<file path="src/rtl/mgt_01_ireg_wb_arbiter.sv">
// ---------------------------------------------------------------------------
// mgt_01_ireg_wb_arbiter
//
// Purpose:
//   Write-back arbiter and register scoreboard for the integer register
//   file's single write port. The write port is shared between N_REQ
//   execution units using round-robin arbitration. The block registers the
//   winning write into the register file, tracks which destination registers
//   are still in flight, and raises a stall (hazard) to decode.
//
// Optional feature:
//   MGT_01_WB_BYPASS_EN - when defined, the write stage is forwarded to decode
//   through fwd1_sel_o / fwd2_sel_o / fwd_data_o. In that build the
//   write-stage RAW term no longer stalls decode.
//
// Ports:
//   clk_i          clock, rising edge
//   rst_i          asynchronous reset, active high
//   clk_en_i       global clock enable; when low all state is frozen
//   req_valid_i    [N_REQ]     write-back request valid per unit
//   req_addr_i     [N_REQ*AW]  destination per unit (unit k at [k*AW +: AW])
//   req_data_i     [N_REQ*DW]  write data per unit (unit k at [k*DW +: DW])
//   req_ready_o    [N_REQ]     one-hot grant, combinational
//   issue_valid_i  an instruction writing issue_rd_i issues this cycle
//   issue_rd_i     [AW]        destination of the issuing instruction
//   rs1_addr_i     [AW]        decode source 1
//   rs2_addr_i     [AW]        decode source 2
//   hazard_o       decode stall, combinational
//   fwd1_sel_o     (bypass build) forward write stage to source 1
//   fwd2_sel_o     (bypass build) forward write stage to source 2
//   fwd_data_o     (bypass build) forwarded data
//   rf_we_o        register file write enable, registered
//   rf_waddr_o     register file write address, registered
//   rf_wdata_o     register file write data, registered
//   busy_o         [2**AW]     scoreboard; bit 0 is always 0
//
// Handshake: a unit raises req_valid_i and holds its addr/data stable until
// it sees its req_ready_o bit. A transfer happens on a rising edge where
// valid & ready are both high. Ready is a pure function of the current
// valid vector and the round-robin pointer, so a grant is never withdrawn
// within a cycle.
// ---------------------------------------------------------------------------
module mgt_01_ireg_wb_arbiter #(
  parameter int N_REQ = 3,
  parameter int AW    = 5,
  parameter int DW    = 32
) (
  input  logic                  clk_i,
  input  logic                  rst_i,
  input  logic                  clk_en_i,
  input  logic [N_REQ-1:0]      req_valid_i,
  input  logic [N_REQ*AW-1:0]   req_addr_i,
  input  logic [N_REQ*DW-1:0]   req_data_i,
  output logic [N_REQ-1:0]      req_ready_o,
  input  logic                  issue_valid_i,
  input  logic [AW-1:0]         issue_rd_i,
  input  logic [AW-1:0]         rs1_addr_i,
  input  logic [AW-1:0]         rs2_addr_i,
  output logic                  hazard_o,
`ifdef MGT_01_WB_BYPASS_EN
  output logic                  fwd1_sel_o,
  output logic                  fwd2_sel_o,
  output logic [DW-1:0]         fwd_data_o,
`endif
  output logic                  rf_we_o,
  output logic [AW-1:0]         rf_waddr_o,
  output logic [DW-1:0]         rf_wdata_o,
  output logic [(2**AW)-1:0]    busy_o
);

  localparam int PW   = (N_REQ > 1) ? $clog2(N_REQ) : 1;
  localparam int NREG = 2**AW;

  // State
  logic [PW-1:0]   rr_ptr_q;
  logic            rf_we_q;
  logic [AW-1:0]   rf_waddr_q;
  logic [DW-1:0]   rf_wdata_q;
  logic [NREG-1:0] busy_q, busy_d;

  // Arbitration results
  logic             grant_any;
  logic [PW-1:0]    grant_idx;
  logic [PW-1:0]    cand;
  logic [N_REQ-1:0] grant_vec;
  logic [PW-1:0]    ptr_next;
  logic [AW-1:0]    win_addr;
  logic [DW-1:0]    win_data;
  int               idx;

  // Round-robin scan starting at rr_ptr_q, wrapping modulo N_REQ.
  // No grant at all while the clock enable is low.
  always_comb begin
    grant_any = 1'b0;
    grant_idx = '0;
    cand      = '0;
    idx       = 0;
    grant_vec = '0;
    if (clk_en_i) begin
      for (int i = 0; i < N_REQ; i++) begin
        idx = int'(rr_ptr_q) + i;
        if (idx >= N_REQ) idx = idx - N_REQ;
        cand = idx[PW-1:0];
        if (!grant_any && req_valid_i[cand]) begin
          grant_any = 1'b1;
          grant_idx = cand;
        end
      end
    end
    grant_vec[grant_idx] = grant_any;
  end

  assign req_ready_o = grant_vec;
  assign win_addr    = req_addr_i[grant_idx*AW +: AW];
  assign win_data    = req_data_i[grant_idx*DW +: DW];
  assign ptr_next    = (grant_idx == PW'(N_REQ-1)) ? '0 : grant_idx + 1'b1;

  // Scoreboard next state: clear on write-back first, then set on issue so
  // that a same-cycle set/clear to one register leaves it busy (the newly
  // issued producer is still in flight).
  always_comb begin
    busy_d = busy_q;
    if (grant_any && (win_addr != '0)) busy_d[win_addr] = 1'b0;
    if (clk_en_i && issue_valid_i && (issue_rd_i != '0)) busy_d[issue_rd_i] = 1'b1;
    busy_d[0] = 1'b0;
  end

  always_ff @(posedge clk_i or posedge rst_i) begin
    if (rst_i) begin
      rr_ptr_q   <= '0;
      rf_we_q    <= 1'b0;
      rf_waddr_q <= '0;
      rf_wdata_q <= '0;
      busy_q     <= '0;
    end else if (clk_en_i) begin
      if (grant_any) begin
        rr_ptr_q   <= ptr_next;
        rf_waddr_q <= win_addr;
        rf_wdata_q <= win_data;
      end
      // Writes to x0 are consumed but never reach the register file.
      rf_we_q <= grant_any && (win_addr != '0);
      busy_q  <= busy_d;
    end
  end

  assign rf_we_o    = rf_we_q;
  assign rf_waddr_o = rf_waddr_q;
  assign rf_wdata_o = rf_wdata_q;
  assign busy_o     = busy_q;

  // Hazard terms
  logic raw1, raw2, waw, ws_hit1, ws_hit2;

  assign raw1    = busy_q[rs1_addr_i] && (rs1_addr_i != '0);
  assign raw2    = busy_q[rs2_addr_i] && (rs2_addr_i != '0);
  assign waw     = issue_valid_i && busy_q[issue_rd_i] && (issue_rd_i != '0);
  // Write stage hits a source: the RF read in this cycle still returns the
  // old value, so it must either be forwarded or stalled.
  assign ws_hit1 = rf_we_q && (rs1_addr_i != '0) && (rf_waddr_q == rs1_addr_i);
  assign ws_hit2 = rf_we_q && (rs2_addr_i != '0) && (rf_waddr_q == rs2_addr_i);

`ifdef MGT_01_WB_BYPASS_EN
  assign fwd1_sel_o = ws_hit1;
  assign fwd2_sel_o = ws_hit2;
  assign fwd_data_o = rf_wdata_q;
  assign hazard_o   = raw1 || raw2 || waw;
`else
  assign hazard_o   = raw1 || raw2 || waw || ws_hit1 || ws_hit2;
`endif

endmodule

</file>
<file path="config.mk">
export PLATFORM = sky130hd
export DESIGN_NAME = mgt_01_ireg_wb_arbiter
export DESIGN_NICKNAME = d
export VERILOG_FILES = /design/src/rtl/mgt_01_ireg_wb_arbiter.sv
export SDC_FILE = /design/constraint.sdc
export NUM_CORES = 1
export LEC_CHECK = 0
export ABC_CLOCK_PERIOD_IN_PS = 6800
export CAP_MARGIN = 10
export CELL_PAD_IN_SITES_DETAIL_PLACEMENT = 2
export CELL_PAD_IN_SITES_GLOBAL_PLACEMENT = 2
export CORE_AREA = 2 2 139 141
export CTS_CLUSTER_SIZE = 8
export DETAILED_ROUTE_END_ITERATION = 10
export DIE_AREA = 0 0 141 143
export PLACE_DENSITY_LB_ADDON = 0.05
export SLEW_MARGIN = 20
export SYNTH_ARGS = -nofsm -noshare
export SYNTH_HDL_FRONTEND = slang
export SYNTH_SLANG_ARGS = --single-unit
</file>
<file path="constraint.sdc">
create_clock -name clk_i -period 6.8 [get_ports clk_i]
set_clock_uncertainty 0.15 [all_clocks]
set_input_delay 0.68 -clock clk_i [delete_from_list [all_inputs] [get_ports clk_i]]
set_output_delay 0.68 -clock clk_i [all_outputs]
set_load 0.05 [all_outputs]
</file>
* Word-level counts from Yosys, hierarchy flattened *
Index checks and enable logic that the tools add are counted.

storage, ports and cells
  flip-flop bits (word level) = 71
  output and inout port bits = 74
  input port bits = 133
  word-level logic and storage cells = 99

operators by class
  magnitude comparators = 14
  bitwise logic cells = 4
  mux-type cells = 37
  add/sub/neg operators = 6
  reductions and logical operators = 27
  $mul = 1
  equality and inequality tests = 3
  shift-type cells = 2

operators by type and width
  operator                                                                             number
  96-bit by 8-bit indexed part select with 32-bit output                               1
  32-bit two-way mux                                                                   2
  32-bit bitwise AND                                                                   1
  32-bit inverter                                                                      1
  32-bit OR                                                                            1
  5-bit by 6-bit < comparator with 1-bit output, second input constant                 4
  2-bit two-way mux                                                                    11
  5-bit nonzero test                                                                   4
  1-bit logical AND                                                                    16
  1-bit binary-select mux with 5-bit select                                            3
  1-bit two-way mux                                                                    15
  15-bit by 6-bit indexed part select with 5-bit output                                1
  2-bit by 3-bit < comparator with 1-bit output, second input constant                 4
  1-bit demux with 5-bit select                                                        2
  5-bit equality test                                                                  2
  5-bit by 1-bit greater-or-equal comparator with 1-bit output, second input constant  2
  1-bit binary-select mux with 2-bit select                                            3
  3-bit by 2-bit greater-or-equal comparator with 1-bit output, second input constant  2
  2-bit subtractor, second input constant                                              3
  2-bit by 3-bit multiplier with 5-bit output, second input constant                   1
  1-bit logical OR                                                                     4
  2-bit by 1-bit adder with 3-bit output, second input constant                        1
  2-bit by 2-bit adder with 3-bit output, second input constant                        1
  3-bit bitwise AND                                                                    1
  other kinds (7)                                                                      8

* Longest topological paths before layout *
  word-level depth = 26
  depth in mapped cells = 12

* Worst setup path before layout *
OpenSTA, ideal clock, no wires.

  kind = in2out
  start = input issue_rd_i[0]
  end = output hazard_o
  setup slack = 3.169 ns
  arrival = 2.801 ns
  stages = 8
  required time = 5.970 ns
  path through = clkbuf_1 -> buf_1 -> mux4_2 -> mux4_2 -> mux2i_1 -> o21ai_0 -> a32oi_1 -> nand2_1

between the ends
  word-level cells in the longest chain between the ends = 7
  elaborated cells between the ends (all ways) = 8

RTL lines
  element                                    RTL line  text
  start, declared                            56        input logic [AW-1:0] issue_rd_i,
  1-bit binary-select mux with 5-bit select  157       assign waw = issue_valid_i && busy_q[issue_rd_i] && (issue_rd_i != '0);
  1-bit two-way mux (not written as such)    157
  1-bit logical AND                          157
  1-bit logical AND *                        157
  1-bit logical OR * (3 in a row)            169       assign hazard_o = raw1 || raw2 || waw || ws_hit1 || ws_hit2;
  end, declared                              59        output logic hazard_o,

Every way passes the cells marked *; elsewhere a longest branch is shown, timed or not. The select of a mux whose other input is x is not followed.

* Final worst setup path *
Same ends and word-level chain as after synthesis.

==> impl_metrics.json <==
{
  "status": "complete, no violations",
  "maxCapViolations": 0,
  "fin_cells": 948,
  "dieWidth_microns": 141,
  "die_h_microns": 143,
  "synth.area.mux_share_pct": 12.6,
  "final_common_cell": "clkdlybuf4s50_1",
  "path_cells": "clkdlybuf4s50_1 > mux4_2 > mux4_2 > mux2i_1 > o21ai_0 > a32oi_1 > nand2_1 > clkdlybuf4s50_1",
  "ys_ff_latch": 71,
  "cts_tree": "done",
  "p_seq_share_pct": 24.7,
  "fin_util_pct": 39.3,
  "synth_area_leaders": "dfrtp_1 (37%), mux4_2 (11%), nand2_1 (6.5%)",
  "synth.distinct_cells": 59,
  "cp_slowest_cell": "clkdlybuf4s50_1",
  "setup_violations": 0,
  "cts_setup_buffers": 0,
  "setup_tns_ps": 0,
  "p_int_uw": 1530,
  "critPathLaunchType": "primary input",
  "ioPinCount": 207,
  "period_share_pct": 71.5,
  "p_leak_uw": 0.00285,
  "coreArea_sq_mm": 0.0186,
  "placed_cells": 933,
  "synth_edf_count": 0,
  "synth_compound_area_share_pct": 21.6,
  "path_max_fanout": 17,
  "drt-pass1-iter-count": 4,
  "cts_buffers": 9,
  "hp-class": "reg2reg",
  "mostFrequentLayoutCells": "clkdlybuf4s50_1 (205), nand2_1 (82), dfrtp_1 (71), nand3_1 (42), a22oi_1 (33)",
  "yosys_warnings": 0,
  "synth_top_area_share_pct": 37.3,
  "die_area_sq_mm": 0.0202,
  "clkTransAtPathRegs_ps": 60,
  "crit_cells": 8,
  "grt.total_usage_pct": 21.6,
  "syn_nets": 665,
  "cp.required_ps": 5970,
  "rows": 50,
  "ir_worst_vdd_uv": 166,
  "async_flop_share_pct": 100,
  "num_vias": 5277,
  "final_max_slew_viol_count": 0,
  "avgSynthCellArea_sq_um": 8.99,
  "htree_levels": 3,
  "grt_pass1_vias": 5788,
  "clockRootBuffer": "clkbuf_16",
  "holdWs_ps": 375,
  "period_minus_slack_ps": 4860,
  "pwr-share-comb_pct": 59.1,
  "drive_gt1_share_pct": 7.98,
  "antenna_found_initial": 0,
  "path_class": "in2out",
  "synth_area_leader_cell": "dfrtp_1",
  "yosys.area_share.adder_pct": 0.525,
  "reg2regPathDepth": 10,
  "drt_wl_total_microns": 22000,
  "whs_path_depth": 2,
  "antenna_cells": 0,
  "globalRouteOverflowTotal": 0,
  "path_buf_inv": 2,
  "synth_top_family_by_area": "compound AO/OA/AOI/OAI gates",
  "clock_latency_ps": 340,
  "cts.path.max_buffers": 2,
  "slowest_delay_ps": 980,
  "wl_per_cell_microns": 23.2,
  "tightest_slew_ps": 1090,
  "fmax_ghz": 0.206,
  "powerDensity_mw_per_mm2": 420,
  "yosys.area_share.simple_pct": 20.6,
  "drt_iter0_drc": 145,
  "initial_core_util_pct": 25.6,
  "drc": 0,
  "drt-vias-per-instance": 5.57,
  "p_clk_share_pct": 16.2,
  "swShare_pct": 50.1,
  "syn_area_sq_mm": 0.00476,
  "holdBufCountCts": 0,
  "cp.arrival_ps": 4030,
  "synth-xor-area-share_pct": 1.84,
  "switching_power_uw": 1540,
  "yosys_most_used_dff": "dfrtp_1",
  "grt_setup_unrepaired": "false",
  "hpwl_microns": 16800,
  "grt_max_degree": 72,
  "area_growth_syn_to_layout_pct": 53.1,
  "synthCells": 530,
  "path_delay_family": "buffers and inverters",
  "gp_congestion": 0.820,
  "nets": 845,
  "slew_headroom_pct": 26.9,
  "hold_violations": 0,
  "crit_path_end_kind": "output port",
  "grt_pass1_wl_microns": 33300,
  "antenna_left": 0,
  "port_buffers": 205,
  "clock_sinks": 71,
  "fillerInstances": 2004,
  "power_uw": 3070,
  "seq_area_frac_synth_pct": 37.3,
  "cts_resized": 0
}
[power groups by stage]
stage / logic (uW) / clock network [uW] / registers, uW
2_1_floorplan: 647 / 0 / 1250
3_3_place_gp: 1780 / 0 / 754
3_5_place_dp: 1830 / 0 / 765
4_1_cts: 1830 / 509 / 759
5_1_grt: 1930 / 523 / 786
6_report: 1810 / 497 / 759
[Yosys cell counts (all sizes together), types with 3 or more instances]
master  instances
a22oi          33
nand3          43
inv            22
or3             6
mux4           23
o21ai          30
and2            4
nand4           4
dfrtp          71
nand2          82
nor3           17
clkbuf         32
o31ai          12
a21oi          16
o41ai          12
a31oi           8
o211ai         13
o21a            3
a21o            7
nor2b           4
xor2            8
mux2i           6
nand2b          3
a22o            3
nand3b          3
buf             9
and3            5
or4             3
nor2           21
[worst reg2reg max path: cells and delay by family, from the launching register on]
family / cells / cell delay (ps)
buffers and inverters: 2 / 430
flip-flops: 1 / 400
AND/OR/NAND/NOR: 5 / 1580
AO/OA/AOI/OAI: 2 / 430
adder cells (fa/ha/maj): 1 / 370
[final timing paths]
path                                start        endpoint  slack, ps
min                        rf_wdata_o[31]  rf_wdata_o[31]        370
max reg2reg                   rr_ptr_q[0]      busy_o[19]       3310
min in group asynchronous           rst_i   rf_wdata_o[6]        810
max                         issue_rd_i[0]        hazard_o       1940
min reg2reg                rf_wdata_o[31]  rf_wdata_o[31]        370
max in group asynchronous           rst_i  rf_wdata_o[19]       5060
[routing by layer]
metal / track usage, % / up-vias / share of wire (%)
met2: 38.6 / 173 / 51
met1: 26.5 / 2735 / 41
met3: 4.46 / 24 / 6.2
met5: 0 / - / 0
li1: - / 2345 / -
met4: 6.00 / 0 / 1.5
[area by class of cell]
class | count | area [sq um] | share of cell area [%]
Clock inverter | 4 | 55.1 | 0.755
Tap cell | 234 | 293 | 4.01
Inverter | 22 | 85.1 | 1.17
Sequential cell | 71 | 1780 | 24.4
Timing Repair Buffer | 210 | 2090 | 28.6
Multi-Input combinational cell | 396 | 2740 | 37.6
Clock buffer | 11 | 253 | 3.46
[sequential cells by signal (all words and copies together) (netlist names)]
name,flops
rf_wdata_o,32
rr_ptr_q,2
rf_we_o,1
rf_waddr_o,5
busy_o,31
[kinds of logic after synthesis]
kind of cell / Yosys count
buffers and inverters: 63
adder cells (fa/ha/maj): 2
XOR/XNOR: 10
AO/OA/AOI/OAI: 149
other: 1
multiplexers: 31
AND/OR/NAND/NOR: 203
flip-flops: 71
[stage by stage]
| step | instance area, sq um | setup slack (ps) |
|---|---|---|
| after floorplan | 4760 | 3170 |
| after global placement | 6990 | 2010 |
| after detailed placement | 6990 | 1940 |
| after CTS | 7290 | 1930 |
| after global routing | 7290 | 1720 |
| final | 7290 | 1940 |
(Power assumes the default switching activity.)
